--- config.mk ---
export PLATFORM = sky130hd
export DESIGN_NAME = multicycle_core
export DESIGN_NICKNAME = d
export VERILOG_FILES = /design/src/rtl/multicycle_core_pkg.sv /design/src/rtl/core_regfile.sv /design/src/rtl/multicycle_core.sv
export SDC_FILE = /design/constraint.sdc
export NUM_CORES = 1
export LEC_CHECK = 0
export CAP_MARGIN = 20
export CORE_MARGIN = 2
export CORE_UTILIZATION = 25
export CTS_BUF_LIST = sky130_fd_sc_hd__clkbuf_8
export DETAILED_ROUTE_END_ITERATION = 10
export PLACE_DENSITY_LB_ADDON = 0.25
export SYNTH_ARGS = -nofsm -noshare
export SYNTH_HDL_FRONTEND = slang
export SYNTH_HIERARCHICAL = 1
export SYNTH_SLANG_ARGS = --single-unit
--- constraint.sdc ---
create_clock -name clk -period 4.65 [get_ports clk]
set_input_delay 0.93 -clock clk [delete_from_list [all_inputs] [get_ports clk]]
set_output_delay 0.93 -clock clk [all_outputs]
set_load 0.01 [all_outputs]
--- src/rtl/multicycle_core_pkg.sv ---
`default_nettype none
// ------------------------------------------------------------------
// multicycle_core_pkg : opcodes and FSM states for multicycle_core
// Revision 1.0
// ------------------------------------------------------------------
package multicycle_core_pkg;

  localparam logic [1:0] OP_ADD = 2'b00;
  localparam logic [1:0] OP_LW  = 2'b01;
  localparam logic [1:0] OP_SW  = 2'b10;
  localparam logic [1:0] OP_BEQ = 2'b11;

  typedef enum logic [2:0] {
    ST_FETCH  = 3'd0,
    ST_DECODE = 3'd1,
    ST_EXEC   = 3'd2,
    ST_MEM    = 3'd3,
    ST_WB     = 3'd4
  } state_e;

endpackage
`default_nettype wire

--- src/rtl/core_regfile.sv ---
`default_nettype none
// ------------------------------------------------------------------
// core_regfile : 2 async read ports, 1 sync write port, async reset
// Revision 1.0
// ------------------------------------------------------------------
module core_regfile
  import multicycle_core_pkg::*;
#(
  parameter int DATA_W = 8,
  parameter int NREG   = 4
) (
  input  logic              clk,
  input  logic              reset_n,
  input  logic [1:0]        ra_addr,
  output logic [DATA_W-1:0] ra_data,
  input  logic [1:0]        rb_addr,
  output logic [DATA_W-1:0] rb_data,
  input  logic              we,
  input  logic [1:0]        w_addr,
  input  logic [DATA_W-1:0] w_data
);

  // Index bits above the register count are dropped (index modulo NREG).
  localparam int AW = (NREG > 2) ? 2 : 1;

  logic [DATA_W-1:0] regs_q [NREG];
  logic [DATA_W-1:0] regs_d [NREG];

  always_comb begin
    regs_d = regs_q;
    if (we) regs_d[w_addr[AW-1:0]] = w_data;
  end

  always_ff @(posedge clk or negedge reset_n) begin
    if (!reset_n) begin
      for (int i = 0; i < NREG; i++) regs_q[i] <= '0;
    end else begin
      regs_q <= regs_d;
    end
  end

  assign ra_data = regs_q[ra_addr[AW-1:0]];
  assign rb_data = regs_q[rb_addr[AW-1:0]];

endmodule
`default_nettype wire

--- src/rtl/multicycle_core.sv ---
`default_nettype none
// ------------------------------------------------------------------
// multicycle_core : FETCH/DECODE/EXEC/MEM/WB core, 8-bit instructions
// Revision 1.0
// ------------------------------------------------------------------
module multicycle_core #(
  parameter int DATA_W = 8,
  parameter int NREG   = 4,
  parameter int PC_W   = 8
) (
  input  logic              clk,
  input  logic              reset_n,
  output logic              imem_req,
  output logic [PC_W-1:0]   imem_addr,
  input  logic              imem_ack,
  input  logic [7:0]        imem_rdata,
  output logic              dmem_req,
  output logic              dmem_we,
  output logic [DATA_W-1:0] dmem_addr,
  output logic [DATA_W-1:0] dmem_wdata,
  input  logic              dmem_ack,
  input  logic [DATA_W-1:0] dmem_rdata,
  output logic [PC_W-1:0]   pc,
  output logic              wb_valid,
  output logic [1:0]        wb_reg,
  output logic [DATA_W-1:0] wb_data,
  output logic              retire
);
  import multicycle_core_pkg::*;

  state_e            state_q, state_d;
  logic [PC_W-1:0]   pc_q, pc_d;
  logic [7:0]        instr_q, instr_d;
  logic [DATA_W-1:0] a_q, a_d, b_q, b_d;
  logic              imem_req_q, imem_req_d;
  logic              dmem_req_q, dmem_req_d, dmem_we_q, dmem_we_d;
  logic [DATA_W-1:0] dmem_addr_q, dmem_addr_d, dmem_wdata_q, dmem_wdata_d;
  logic              wb_valid_q, wb_valid_d;
  logic [1:0]        wb_reg_q, wb_reg_d;
  logic [DATA_W-1:0] wb_data_q, wb_data_d;
  logic [DATA_W-1:0] rs_data, rt_data;

  logic [1:0]        op;
  logic [DATA_W-1:0] imm_data;
  logic [PC_W-1:0]   imm_pc, pc_inc;
  logic              iack, dack;

  assign op       = instr_q[7:6];
  assign imm_data = {{(DATA_W-2){instr_q[1]}}, instr_q[1:0]};
  assign imm_pc   = {{(PC_W-2){instr_q[1]}}, instr_q[1:0]};
  assign pc_inc   = pc_q + PC_W'(1);
  // Acks only count while our own request is up.
  assign iack     = imem_ack & imem_req_q;
  assign dack     = dmem_ack & dmem_req_q;

  core_regfile #(.DATA_W(DATA_W), .NREG(NREG)) u_regfile (
    .clk     (clk),
    .reset_n (reset_n),
    .ra_addr (instr_q[5:4]),
    .ra_data (rs_data),
    .rb_addr (instr_q[3:2]),
    .rb_data (rt_data),
    .we      (wb_valid_q),
    .w_addr  (wb_reg_q),
    .w_data  (wb_data_q)
  );

  always_comb begin
    state_d      = state_q;
    pc_d         = pc_q;
    instr_d      = instr_q;
    a_d          = a_q;
    b_d          = b_q;
    imem_req_d   = imem_req_q;
    dmem_req_d   = dmem_req_q;
    dmem_we_d    = dmem_we_q;
    dmem_addr_d  = dmem_addr_q;
    dmem_wdata_d = dmem_wdata_q;
    wb_valid_d   = 1'b0;
    wb_reg_d     = wb_reg_q;
    wb_data_d    = wb_data_q;
    retire       = 1'b0;
    case (state_q)
      ST_FETCH: begin
        imem_req_d = 1'b1;
        if (iack) begin
          instr_d    = imem_rdata;
          imem_req_d = 1'b0;
          state_d    = ST_DECODE;
        end
      end
      ST_DECODE: begin
        a_d     = rs_data;
        b_d     = rt_data;
        state_d = ST_EXEC;
      end
      ST_EXEC: begin
        case (op)
          OP_ADD: begin
            wb_reg_d   = instr_q[1:0];
            wb_data_d  = a_q + b_q;
            wb_valid_d = 1'b1;
            state_d    = ST_WB;
          end
          OP_LW, OP_SW: begin
            dmem_req_d   = 1'b1;
            dmem_we_d    = (op == OP_SW);
            dmem_addr_d  = a_q + imm_data;
            dmem_wdata_d = b_q;
            state_d      = ST_MEM;
          end
          default: begin
            retire     = 1'b1;
            pc_d       = (a_q == b_q) ? pc_inc + imm_pc : pc_inc;
            imem_req_d = 1'b1;
            state_d    = ST_FETCH;
          end
        endcase
      end
      ST_MEM: begin
        if (dack) begin
          dmem_req_d = 1'b0;
          dmem_we_d  = 1'b0;
          if (op == OP_SW) begin
            retire     = 1'b1;
            pc_d       = pc_inc;
            imem_req_d = 1'b1;
            state_d    = ST_FETCH;
          end else begin
            wb_reg_d   = instr_q[3:2];
            wb_data_d  = dmem_rdata;
            wb_valid_d = 1'b1;
            state_d    = ST_WB;
          end
        end
      end
      ST_WB: begin
        retire     = 1'b1;
        pc_d       = pc_inc;
        imem_req_d = 1'b1;
        state_d    = ST_FETCH;
      end
      default: state_d = ST_FETCH;
    endcase
  end

  always_ff @(posedge clk or negedge reset_n) begin
    if (!reset_n) begin
      state_q      <= ST_FETCH;
      pc_q         <= '0;
      instr_q      <= '0;
      a_q          <= '0;
      b_q          <= '0;
      imem_req_q   <= 1'b0;
      dmem_req_q   <= 1'b0;
      dmem_we_q    <= 1'b0;
      dmem_addr_q  <= '0;
      dmem_wdata_q <= '0;
      wb_valid_q   <= 1'b0;
      wb_reg_q     <= '0;
      wb_data_q    <= '0;
    end else begin
      state_q      <= state_d;
      pc_q         <= pc_d;
      instr_q      <= instr_d;
      a_q          <= a_d;
      b_q          <= b_d;
      imem_req_q   <= imem_req_d;
      dmem_req_q   <= dmem_req_d;
      dmem_we_q    <= dmem_we_d;
      dmem_addr_q  <= dmem_addr_d;
      dmem_wdata_q <= dmem_wdata_d;
      wb_valid_q   <= wb_valid_d;
      wb_reg_q     <= wb_reg_d;
      wb_data_q    <= wb_data_d;
    end
  end

  assign imem_req   = imem_req_q;
  assign imem_addr  = pc_q;
  assign pc         = pc_q;
  assign dmem_req   = dmem_req_q;
  assign dmem_we    = dmem_we_q;
  assign dmem_addr  = dmem_addr_q;
  assign dmem_wdata = dmem_wdata_q;
  assign wb_valid   = wb_valid_q;
  assign wb_reg     = wb_reg_q;
  assign wb_data    = wb_data_q;

endmodule
`default_nettype wire

==> summary.md <==
| Metric | Value |
|---|---|
| Status | finished clean |
| Worst path required time | around 3.7 ns |
| WP data arrival | between 2 and 3 ns |
| Initial antenna violation count | 0 |
| Die Wd | approximately 150 um |
| Vias in the first global route | ~4k |
| Setup_tns | 0 ns |
| Asr flop ratio synth | 100% |
| Reg area | 2430 sq um |
| Synth Flop Type | dfrtp_1 |
| Seq cells post-synth | between 90 and 100 |
| CTS tree | built |
| CTS Buf Count | 9 |
| Fin crit period | about 3.7 ns |
| Remaining Overflow, GRT | 0 |
| Routability cong. | between 0.7 and 0.8 |
| Drt first-iter violations | approximately 220 |
| Post-layout util | a little under a third |
| Cells after Synth | 476 |
| Syn Area/Cell | between 10 and 15 sq um |
| Deepest clock path buffer count | 2 |
| Clock skew | between 0.02 and 0.025 ns |
| Leakage | roughly 2.8 nW |
| Area of the multi-input gates | about 2800 sq um |
| Post-synth EDFFs | 0 |
| Hold buffer count at cts | 0 |
| Starting Density | approximately a quarter |
| Worst slew pin tran | ~1.0 ns |
| Slew Limit Fails | 0 |
| Tot GR Track Use | approximately an eighth |
| RSZ-0062 raised after global routing | false |
| Biggest register | u_regfile/regs_q |
| Drt total wl | ~13 mm |
| # setup viols final | 0 |
| Pin count of the biggest net entering global routing | 74 |
| Root Buffer | clkbuf_8 |
| Count of warnings emitted by yosys | 6 |
| Worst-path fanout max | 18 |
| Detailed placement HPWL | between 9 and 10 mm |
| Initial DRT Pass Iterations | 4 |
| First-pass GRT wire length | 21.8 mm |
| Worst hold slack | roughly 0.34 ns |
| Layout cells sized above 1 | around 21% |
| Nature of the critical path startpoint | input pin |
| Syn Nets | around 530 |
| Die ar. | between 20000 and 25000 sq um |
| Core area | 21600 sq um |
| DR WL/cell | 16.3 um |
| Count of cell types in the netlist | 57 |
| Nets | a little under 600 |
| Synth area leader | dfrtp_1 |
| Postcts setup bufs | 0 |
| Top cells by count, synth | dfrtp_1, mux2_2, nand2_1 |
| Yosys top cell area share | around 44% |
| CP Class | input pin to output pin |
| Max-Cap Viols | 0 |
| Mapped Area | about 5500 sq um |
| Hold Path Class | input pin to asynchronous set/reset pin |
| Total Power | about 5.0 mW |
| # DRC | 0 |
| Clk_lat worst skew | 0.40 ns |
| Cell with the most instances after synthesis | dfrtp_1 |
| Post-route clock period utilization | about four fifths |
| Seq/Total Area, Yosys | 44.4% |
| CP Capture Type | output pin |
| Antenna Cells | 0 |
| Ranking of synthesized cells by area | dfrtp_1, mux2_2, mux4_2, ha_1, a21oi_1 |
| Fin area | between 6000 and 7000 sq um |
| PostCTS Resize Cnt | 0 |
| Top-Level Pins | 67 |
| Vias | between 3k and 4k |
| P&R area growth vs syn | 20.4% |
| DRT antenna net count | 0 |
| Max_slew headroom | between 30% and 40% |
| Fillers | roughly 2.2k |
| Pwr dens | approximately 770 nW/um^2 |
| Area post-placement | about 6300 sq um |
| Upper clock frequency limit | ~0.27 GHz |
| Hold Vio Cnt, Final | 0 |
| Htree depth | 3 |
| Die Y | roughly 150 um |
| Clock transition at the registers of the reported paths | roughly 0.10 ns |
| Clk sinks | 97 |
| Vias/cell | 4.53 |
| Max FFs per register | 32 |
| Port Buffers | 66 |
| # rows | between 50 and 60 |
| VDD IR max | around 0.18 mV |
area by class of cell:
| type | instances | share of cell area [%] |
|---|---|---|
| well taps | 280 | 5.33 |
| clock inverters | 7 | 1.29 |
| flip-flops and latches | 97 | 36.9 |
| repair buffers | 71 | 10.9 |
| multi-input cells | 334 | 42.7 |
| inverters | 17 | 0.971 |
| clock buffers | 9 | 1.88 |
cells by family (layout without fill, tap and decap cells):
| family | count (synthesis) | after routing | share of synthesized area [%] |
|---|---|---|---|
| AOI/OAI and AO/OA | 93 | 93 | 9.99 |
| xor gates and xnor gates | 21 | 21 | 3.71 |
| buffers and inverters | 45 | 104 | 4.33 |
| DFF | 97 | 97 | 44.4 |
| adders and majority gates | 30 | 30 | 7.29 |
| and+or+nand+nor | 115 | 115 | 11.5 |
| muxes | 75 | 75 | 18.8 |
power breakdown:
group	switching, mW	internal, mW	leakage (nW)	total, mW
Combinational	1.27	1.43	1.50	2.70
Clock	0.344	0.260	0.100	0.604
Sequential	0.504	1.23	1.19	1.74
Total	2.12	2.92	2.79	5.04
layer usage:
metal	track usage [%]	wire length [um]
met1	15.7	6400
met2	19.3	6200
met3	2.71	487
met4	4.27	215
met5	0	0
worst max-delay path: stages:
cell,delay (ns)
clkdlybuf4s50_1,0.53
and4_1,0.23
o21ai_1,0.07
and2_1,0.20
inv_2,0.23
clkdlybuf4s50_1,0.59
cells in the final DEF (no fill, tap or decap), types with 3 or more instances in the layout:
cell type,count
dfrtp_1,97
clkdlybuf4s50_1,65
mux2_2,52
nand2_1,39
a21oi_1,34
nor2_1,28
ha_1,27
mux4_2,16
inv_1,15
o21ai_1,14
o21ai_0,12
xnor2_1,10
xor2_1,10
clkbuf_8,9
a31oi_1,8
mux2_1,7
nand3_1,6
nor2b_1,5
a21o_1,5
nand3_2,5
buf_4,5
and3_1,4
nand2b_1,4
nor3_1,4
nand3b_1,3
o21a_1,3
o31ai_1,3
o21bai_1,3
fa_1,3
through the flow:
| stage | instances | setup WS [ns] |
|---|---|---|
| CTS | 814 | 0.923 |
| floorplan | 476 | 2.05 |
| detailed placement | 798 | 0.922 |
| finish | 815 | 0.922 |
| global route | 815 | 0.819 |
| global placement | 798 | 0.963 |
path summary, 6_finish.rpt:
kind	from	depth (start not counted)	slack [ns]	end
max reg2reg	imem_addr[2]$_DFFE_PN0P_	11	1.87	imem_addr[7]$_DFFE_PN0P_
min reg2reg	dmem_addr[3]$_DFFE_PN0P_	2	0.48	dmem_addr[3]$_DFFE_PN0P_
min	reset_n	1	0.34	dmem_wdata[5]$_DFFE_PN0P_
max	dmem_ack	6	0.92	retire
min in group clk	dmem_addr[3]$_DFFE_PN0P_	2	0.48	dmem_addr[3]$_DFFE_PN0P_
max in group asynchronous	reset_n	2	3.72	dmem_we$_DFFE_PN0P_
Power figures use the tool's default switching activity.
